**src/rtl/sdram_bist_pkg.sv**
```systemverilog
// Shared types and LFSR helper for the sdram_bist memory self-test.
package sdram_bist_pkg;

    typedef enum logic [2:0] {
        ST_IDLE    = 3'd0,
        ST_WR      = 3'd1,
        ST_RD      = 3'd2,
        ST_RD_WAIT = 3'd3,
        ST_DONE    = 3'd4
    } state_t;

    localparam logic [31:0] LFSR_POLY = 32'h80200003;

    // Galois right-shift step; the polynomial is applied when bit 0 shifts out.
    function automatic logic [31:0] lfsr_next(input logic [31:0] s);
        return (s >> 1) ^ (s[0] ? LFSR_POLY : 32'h0);
    endfunction

endpackage

```
**src/rtl/sdram_bist_lfsr.sv**
```systemverilog
// Pattern generator shared by the write and read-back phases.
module sdram_bist_lfsr
    import sdram_bist_pkg::*;
(
    input  logic        clk,
    input  logic        rst,
    input  logic        load,
    input  logic        advance,
    input  logic [31:0] seed,
    output logic [31:0] value
);

    // Reload takes priority so the last write can rewind straight to the seed.
    always_ff @(posedge clk) begin
        if (rst || load) begin
            value <= seed;
        end else if (advance) begin
            value <= lfsr_next(value);
        end
    end

endmodule

```
**src/rtl/sdram_bist.sv**
```systemverilog
// Power-on self-test initiator for the sdram_core user interface:
// writes an LFSR pattern, reads it back and reports the comparison result.
module sdram_bist
    import sdram_bist_pkg::*;
#(
    parameter int                    ADDR_WIDTH = 32,
    parameter int                    DATA_WIDTH = 32,
    parameter int                    NUM_WORDS  = 16,
    parameter logic [ADDR_WIDTH-1:0] BASE_ADDR  = '0,
    parameter logic [31:0]           SEED       = 32'h0000ACE1,
    parameter int                    RD_TIMEOUT = 1024
) (
    input  logic                    clk,
    input  logic                    rst,
    input  logic                    start,
    output logic                    busy,
    output logic                    done,
    output logic                    pass,
    output logic                    timeout,
    output logic [15:0]             err_count,
    output logic [ADDR_WIDTH-1:0]   first_err_addr,
    output logic [ADDR_WIDTH-1:0]   core_addr,
    output logic [DATA_WIDTH-1:0]   core_write_data,
    output logic [DATA_WIDTH/8-1:0] core_wr,
    output logic                    core_rd,
    input  logic                    core_rdy,
    input  logic                    core_valid,
    input  logic [DATA_WIDTH-1:0]   core_read_data
);

    localparam int                    IDX_W     = 21;
    localparam logic [IDX_W-1:0]      LAST_IDX  = IDX_W'(NUM_WORDS - 1);
    localparam logic [ADDR_WIDTH-1:0] ADDR_STEP = ADDR_WIDTH'(DATA_WIDTH / 8);
    localparam int                    TO_W      = (RD_TIMEOUT > 1) ? $clog2(RD_TIMEOUT) : 1;
    localparam logic [TO_W-1:0]       TO_LAST   = TO_W'(RD_TIMEOUT - 1);

    state_t                  state;
    logic [IDX_W-1:0]        idx;
    logic [ADDR_WIDTH-1:0]   addr;
    logic [TO_W-1:0]         to_cnt;
    logic [31:0]             lfsr_value;
    logic [DATA_WIDTH-1:0]   word;
    logic                    lfsr_load;
    logic                    lfsr_advance;
    logic                    last;
    logic                    mismatch;

    assign word     = lfsr_value[DATA_WIDTH-1:0];
    assign last     = (idx == LAST_IDX);
    assign mismatch = (core_read_data != word);

    sdram_bist_lfsr u_lfsr (
        .clk     (clk),
        .rst     (rst),
        .load    (lfsr_load),
        .advance (lfsr_advance),
        .seed    (SEED),
        .value   (lfsr_value)
    );

    // LFSR sequencing: rewind at run start and after the final write,
    // step on every write accept and every read return.
    always_comb begin
        lfsr_load    = 1'b0;
        lfsr_advance = 1'b0;
        case (state)
            ST_IDLE:    lfsr_load    = start;
            ST_WR:      begin
                            lfsr_load    = core_rdy && last;
                            lfsr_advance = core_rdy;
                        end
            ST_RD_WAIT: lfsr_advance = core_valid;
            default:    ;
        endcase
    end

    // Requests are decoded from the state so they hold steady until accepted.
    always_comb begin
        core_wr         = '0;
        core_rd         = 1'b0;
        core_addr       = '0;
        core_write_data = '0;
        if (state == ST_WR) begin
            core_wr         = '1;
            core_addr       = addr;
            core_write_data = word;
        end else if (state == ST_RD) begin
            core_rd   = 1'b1;
            core_addr = addr;
        end
    end

    // Main sequencer: run control, address walk, timeout and result capture.
    always_ff @(posedge clk) begin
        if (rst) begin
            state          <= ST_IDLE;
            idx            <= '0;
            addr           <= '0;
            to_cnt         <= '0;
            busy           <= 1'b0;
            done           <= 1'b0;
            pass           <= 1'b0;
            timeout        <= 1'b0;
            err_count      <= '0;
            first_err_addr <= '0;
        end else begin
            case (state)
                ST_IDLE: begin
                    if (start) begin
                        busy           <= 1'b1;
                        done           <= 1'b0;
                        pass           <= 1'b0;
                        timeout        <= 1'b0;
                        err_count      <= '0;
                        first_err_addr <= '0;
                        idx            <= '0;
                        addr           <= BASE_ADDR;
                        state          <= ST_WR;
                    end
                end
                ST_WR: begin
                    if (core_rdy) begin
                        if (last) begin
                            idx   <= '0;
                            addr  <= BASE_ADDR;
                            state <= ST_RD;
                        end else begin
                            idx  <= idx + 1'b1;
                            addr <= addr + ADDR_STEP;
                        end
                    end
                end
                ST_RD: begin
                    if (core_rdy) begin
                        to_cnt <= '0;
                        state  <= ST_RD_WAIT;
                    end
                end
                ST_RD_WAIT: begin
                    // A return on the expiry cycle still counts as a return.
                    if (core_valid) begin
                        if (mismatch) begin
                            if (err_count != 16'hFFFF) begin
                                err_count <= err_count + 16'd1;
                            end
                            if (err_count == '0) begin
                                first_err_addr <= addr;
                            end
                        end
                        if (last) begin
                            done  <= 1'b1;
                            busy  <= 1'b0;
                            pass  <= !mismatch && (err_count == '0);
                            state <= ST_DONE;
                        end else begin
                            idx   <= idx + 1'b1;
                            addr  <= addr + ADDR_STEP;
                            state <= ST_RD;
                        end
                    end else if (to_cnt == TO_LAST) begin
                        timeout <= 1'b1;
                        done    <= 1'b1;
                        busy    <= 1'b0;
                        pass    <= 1'b0;
                        state   <= ST_DONE;
                    end else begin
                        to_cnt <= to_cnt + 1'b1;
                    end
                end
                ST_DONE: begin
                    state <= ST_IDLE;
                end
                default: begin
                    state <= ST_IDLE;
                end
            endcase
        end
    end

endmodule

```
**config.mk**
```make
export PLATFORM = sky130hd
export DESIGN_NAME = sdram_bist
export DESIGN_NICKNAME = d
export VERILOG_FILES = /design/src/rtl/sdram_bist_pkg.sv /design/src/rtl/sdram_bist_lfsr.sv /design/src/rtl/sdram_bist.sv
export SDC_FILE = /design/constraint.sdc
export NUM_CORES = 1
export LEC_CHECK = 0
export ABC_AREA = 1
export BUFFER_PORTS_ARGS = -buffer_cell sky130_fd_sc_hd__buf_4
export CORE_MARGIN = 2
export CORE_UTILIZATION = 30
export CTS_CLUSTER_SIZE = 24
export DETAILED_ROUTE_END_ITERATION = 7
export SYNTH_ARGS = -nofsm -noshare
export SYNTH_HDL_FRONTEND = slang
export SYNTH_SLANG_ARGS = --single-unit
```
**constraint.sdc**
```tcl
create_clock -name clk -period 2.8 [get_ports clk]
set_clock_uncertainty 0.2 [all_clocks]
set_input_delay 0.56 -clock clk [delete_from_list [all_inputs] [get_ports clk]]
set_output_delay 0.56 -clock clk [all_outputs]
set_load 0.005 [all_outputs]
```
==> metrics <==
status=complete, no violations; Worst EP arrival=1900 ps; crit path cell chain=nand2_2, inv_2, nand2_1, buf_4, buf_6, nor2_1, buf_4; RePlAce Congestion=0.902; root buf cell=clkbuf_16; slowest cell on the critical path=dfxtp_1; RSZ-0062 raised after global routing=no; H-tree depth=4; post-synthesis cell type count=41; Worst Setup Start Kind=flip-flop; area of the core=27900 um^2; die height=173 um; Placed Area=10000 um^2; Seq/Total Area, Yosys=34.5%; CP Data Required Time=2040 ps; final period utilization=95.1%; fraction of registers with async set/reset=0%; antenna violations before repair=0; DRC=0; Power Total=0.00838 W; setup TNS=0 ps; first-pass GRT wire length=41.4 mm; Post-synth top flop=dfxtp_1; worst vdd ir=0.000503 V; Post-Place Setup Slack=326 ps; Ys Warns=0; final hold violations=0; Rel. slew slack=63.2%; Starting Density=30.6%; Final ANT Viol Nets=0; I/O pin count=158; drt wl/cell=13.1 um; nets=1556; final hold slack=270 ps; mapped cell area=8520 um^2; pwr dens=789 nW/um^2; power share of the clock group=29.3%; CP peak stage delay=350 ps; final instance area=10600 um^2; CP dominant cell by count=buf_4; Avg Inst Size Synth=6.19 um^2; most frequent cells in the layout=nand2_1 (375), nor2_1 (262), buf_4 (176); most common cell after layout, fill and taps aside=nand2_1; Sink Count=147; Congestion Overflow GR=0; Final min period=2660 ps; Die X=173 um; CTS tree=done; Worst Reg2Reg Path Length in Cells=8; Tightest Hold Check Type=reg2reg; share of cells above drive strength 1=17.4%; Hold-fix buffers, CTS=0; crit path kind=reg2out; Iter 0 DRT Violations=650; Post-synth EDFFs=0; clk buf depth=2; Antenna Cells=0; IO buf count=155; Worst R2R Setup Slack=330 ps; vias in the first global route=8256; highest clock rate=375 MHz; kind of end point of the critical path=primary output; Net Sw Power=0.00329 W; max cap viols=0; FF+latch count, synth=147; Worst-path clk slew=60 ps; critical-path maximum fanout=20; DPL Wire Length=18.6 mm; die area=29800 um^2; via count=8708; Total GRT Usage=16.8%; largest net degree at the start of global routing=65; Hold Path Depth=2; post-synthesis instance total=1377; P&R area growth vs syn=24.7%; Site Rows=61; Worst-Skew Late Latency=430 ps; final wirelength=25.0 mm; Comb power frac=37.9%; post-DR vias/cell=4.57; count of final setup violators=0; Leakage=4.45 nW; Slew @ Worst Pin=548 ps; internal power=0.00510 W; max-slew violation count=0; Reg power frac=32.7%; sw frac=39.2%; router iterations before antenna repair=6; setup ws final=136 ps; total clock buffers created by CTS=17
repair_timing:
action                                  4_1_cts  5_1_grt
endpoints found under the setup margin        0       42
setup buffers                                 0        0
resized for setup                             0        2
per-layer routing:
| layer | wire length [um] | GRT usage [%] |
|---|---|---|
| met2 | 11400 | 27.2 |
| met1 | 12000 | 22.6 |
| met4 | 501 | 5.31 |
| met3 | 1210 | 3.03 |
| met5 | 0 | 0 |
state kept, by name (all words and copies together), names as in the netlist, 3 cells and up:
name,cells
first_err_addr,31
addr,30
err_count,16
idx,21
u_lfsr.value,32
to_cnt,10
state,3
worst paths after layout:
| check | startpoint | end |
|---|---|---|
| worst min register to register | first_err_addr[1] | first_err_addr[1] |
| worst min-delay path | first_err_addr[1] | first_err_addr[1] |
| worst max register to register | to_cnt[0] | state[1] |
| worst max-delay path | state[0] | core_write_data[11] |
stage by stage:
stage	cells	util (%)
after floorplan	1378	-
after global routing	1905	38.1
after detailed placement	1873	35.9
final	1905	38.1
after global placement	1873	35.9
after CTS	1905	38.1
logic make-up after synthesis:
kind of cell	Yosys count	share of synthesized area, %
simple gates	849	42.4
buf+inv	223	11.3
flops	147	34.5
compound gates	118	7.50
xor+xnor	34	3.49
fa+ha+maj	5	0.734
other cells	1	0.0440
power by group through the flow:
stage / sequential, W / clock (W) / combinational [W]
floorplan: 0.00275 / 0 / 0.00207
detailed placement: 0.00279 / 0 / 0.00317
global route: 0.00280 / 0.00261 / 0.00356
CTS: 0.00275 / 0.00252 / 0.00319
finish: 0.00274 / 0.00246 / 0.00318
global placement: 0.00279 / 0 / 0.00314
Yosys cell counts (2+ instances only):
cell | count | area [um^2]
nand2_1 | 375 | 1410
nor2_1 | 262 | 983
inv_1 | 151 | 567
dfxtp_1 | 147 | 2940
nand3_1 | 113 | 566
a21oi_1 | 63 | 315
o21ai_0 | 27 | 135
nor3_1 | 25 | 125
or2_2 | 24 | 150
xnor2_1 | 24 | 210
buf_2 | 23 | 115
nand4_1 | 20 | 125
clkbuf_1 | 15 | 56.3
o21ai_1 | 12 | 60.1
inv_2 | 10 | 37.5
xor2_1 | 10 | 87.6
buf_4 | 9 | 67.6
buf_6 | 9 | 101
o211ai_1 | 8 | 60.1
nor2_2 | 6 | 37.5
buf_1 | 5 | 18.8
ha_1 | 5 | 62.6
nand3b_1 | 5 | 37.5
nor3b_1 | 4 | 30.0
nand2_2 | 3 | 18.8
nor4_1 | 3 | 18.8
a211oi_1 | 2 | 15.0
a31oi_1 | 2 | 12.5
nand3_2 | 2 | 20.0
nor3_4 | 2 | 32.5
worst max-delay path, delay by kind of cell (launching register included):
kind / cells / cell delay, ps
buffers and inverters: 4 / 720
flip-flops: 1 / 350
AND/OR/NAND/NOR: 3 / 400
cell type report:
| class | count | area, um^2 |
|---|---|---|
| multi-input cells | 1008 | 4630 |
| clock buffers | 18 | 439 |
| flip-flops and latches | 147 | 2940 |
| inverters | 162 | 608 |
| fillers | 3041 | 17200 |
| repair buffers | 178 | 1350 |
| well taps | 378 | 473 |
| clock inverters | 14 | 186 |
Power figures use the tool's default switching activity.
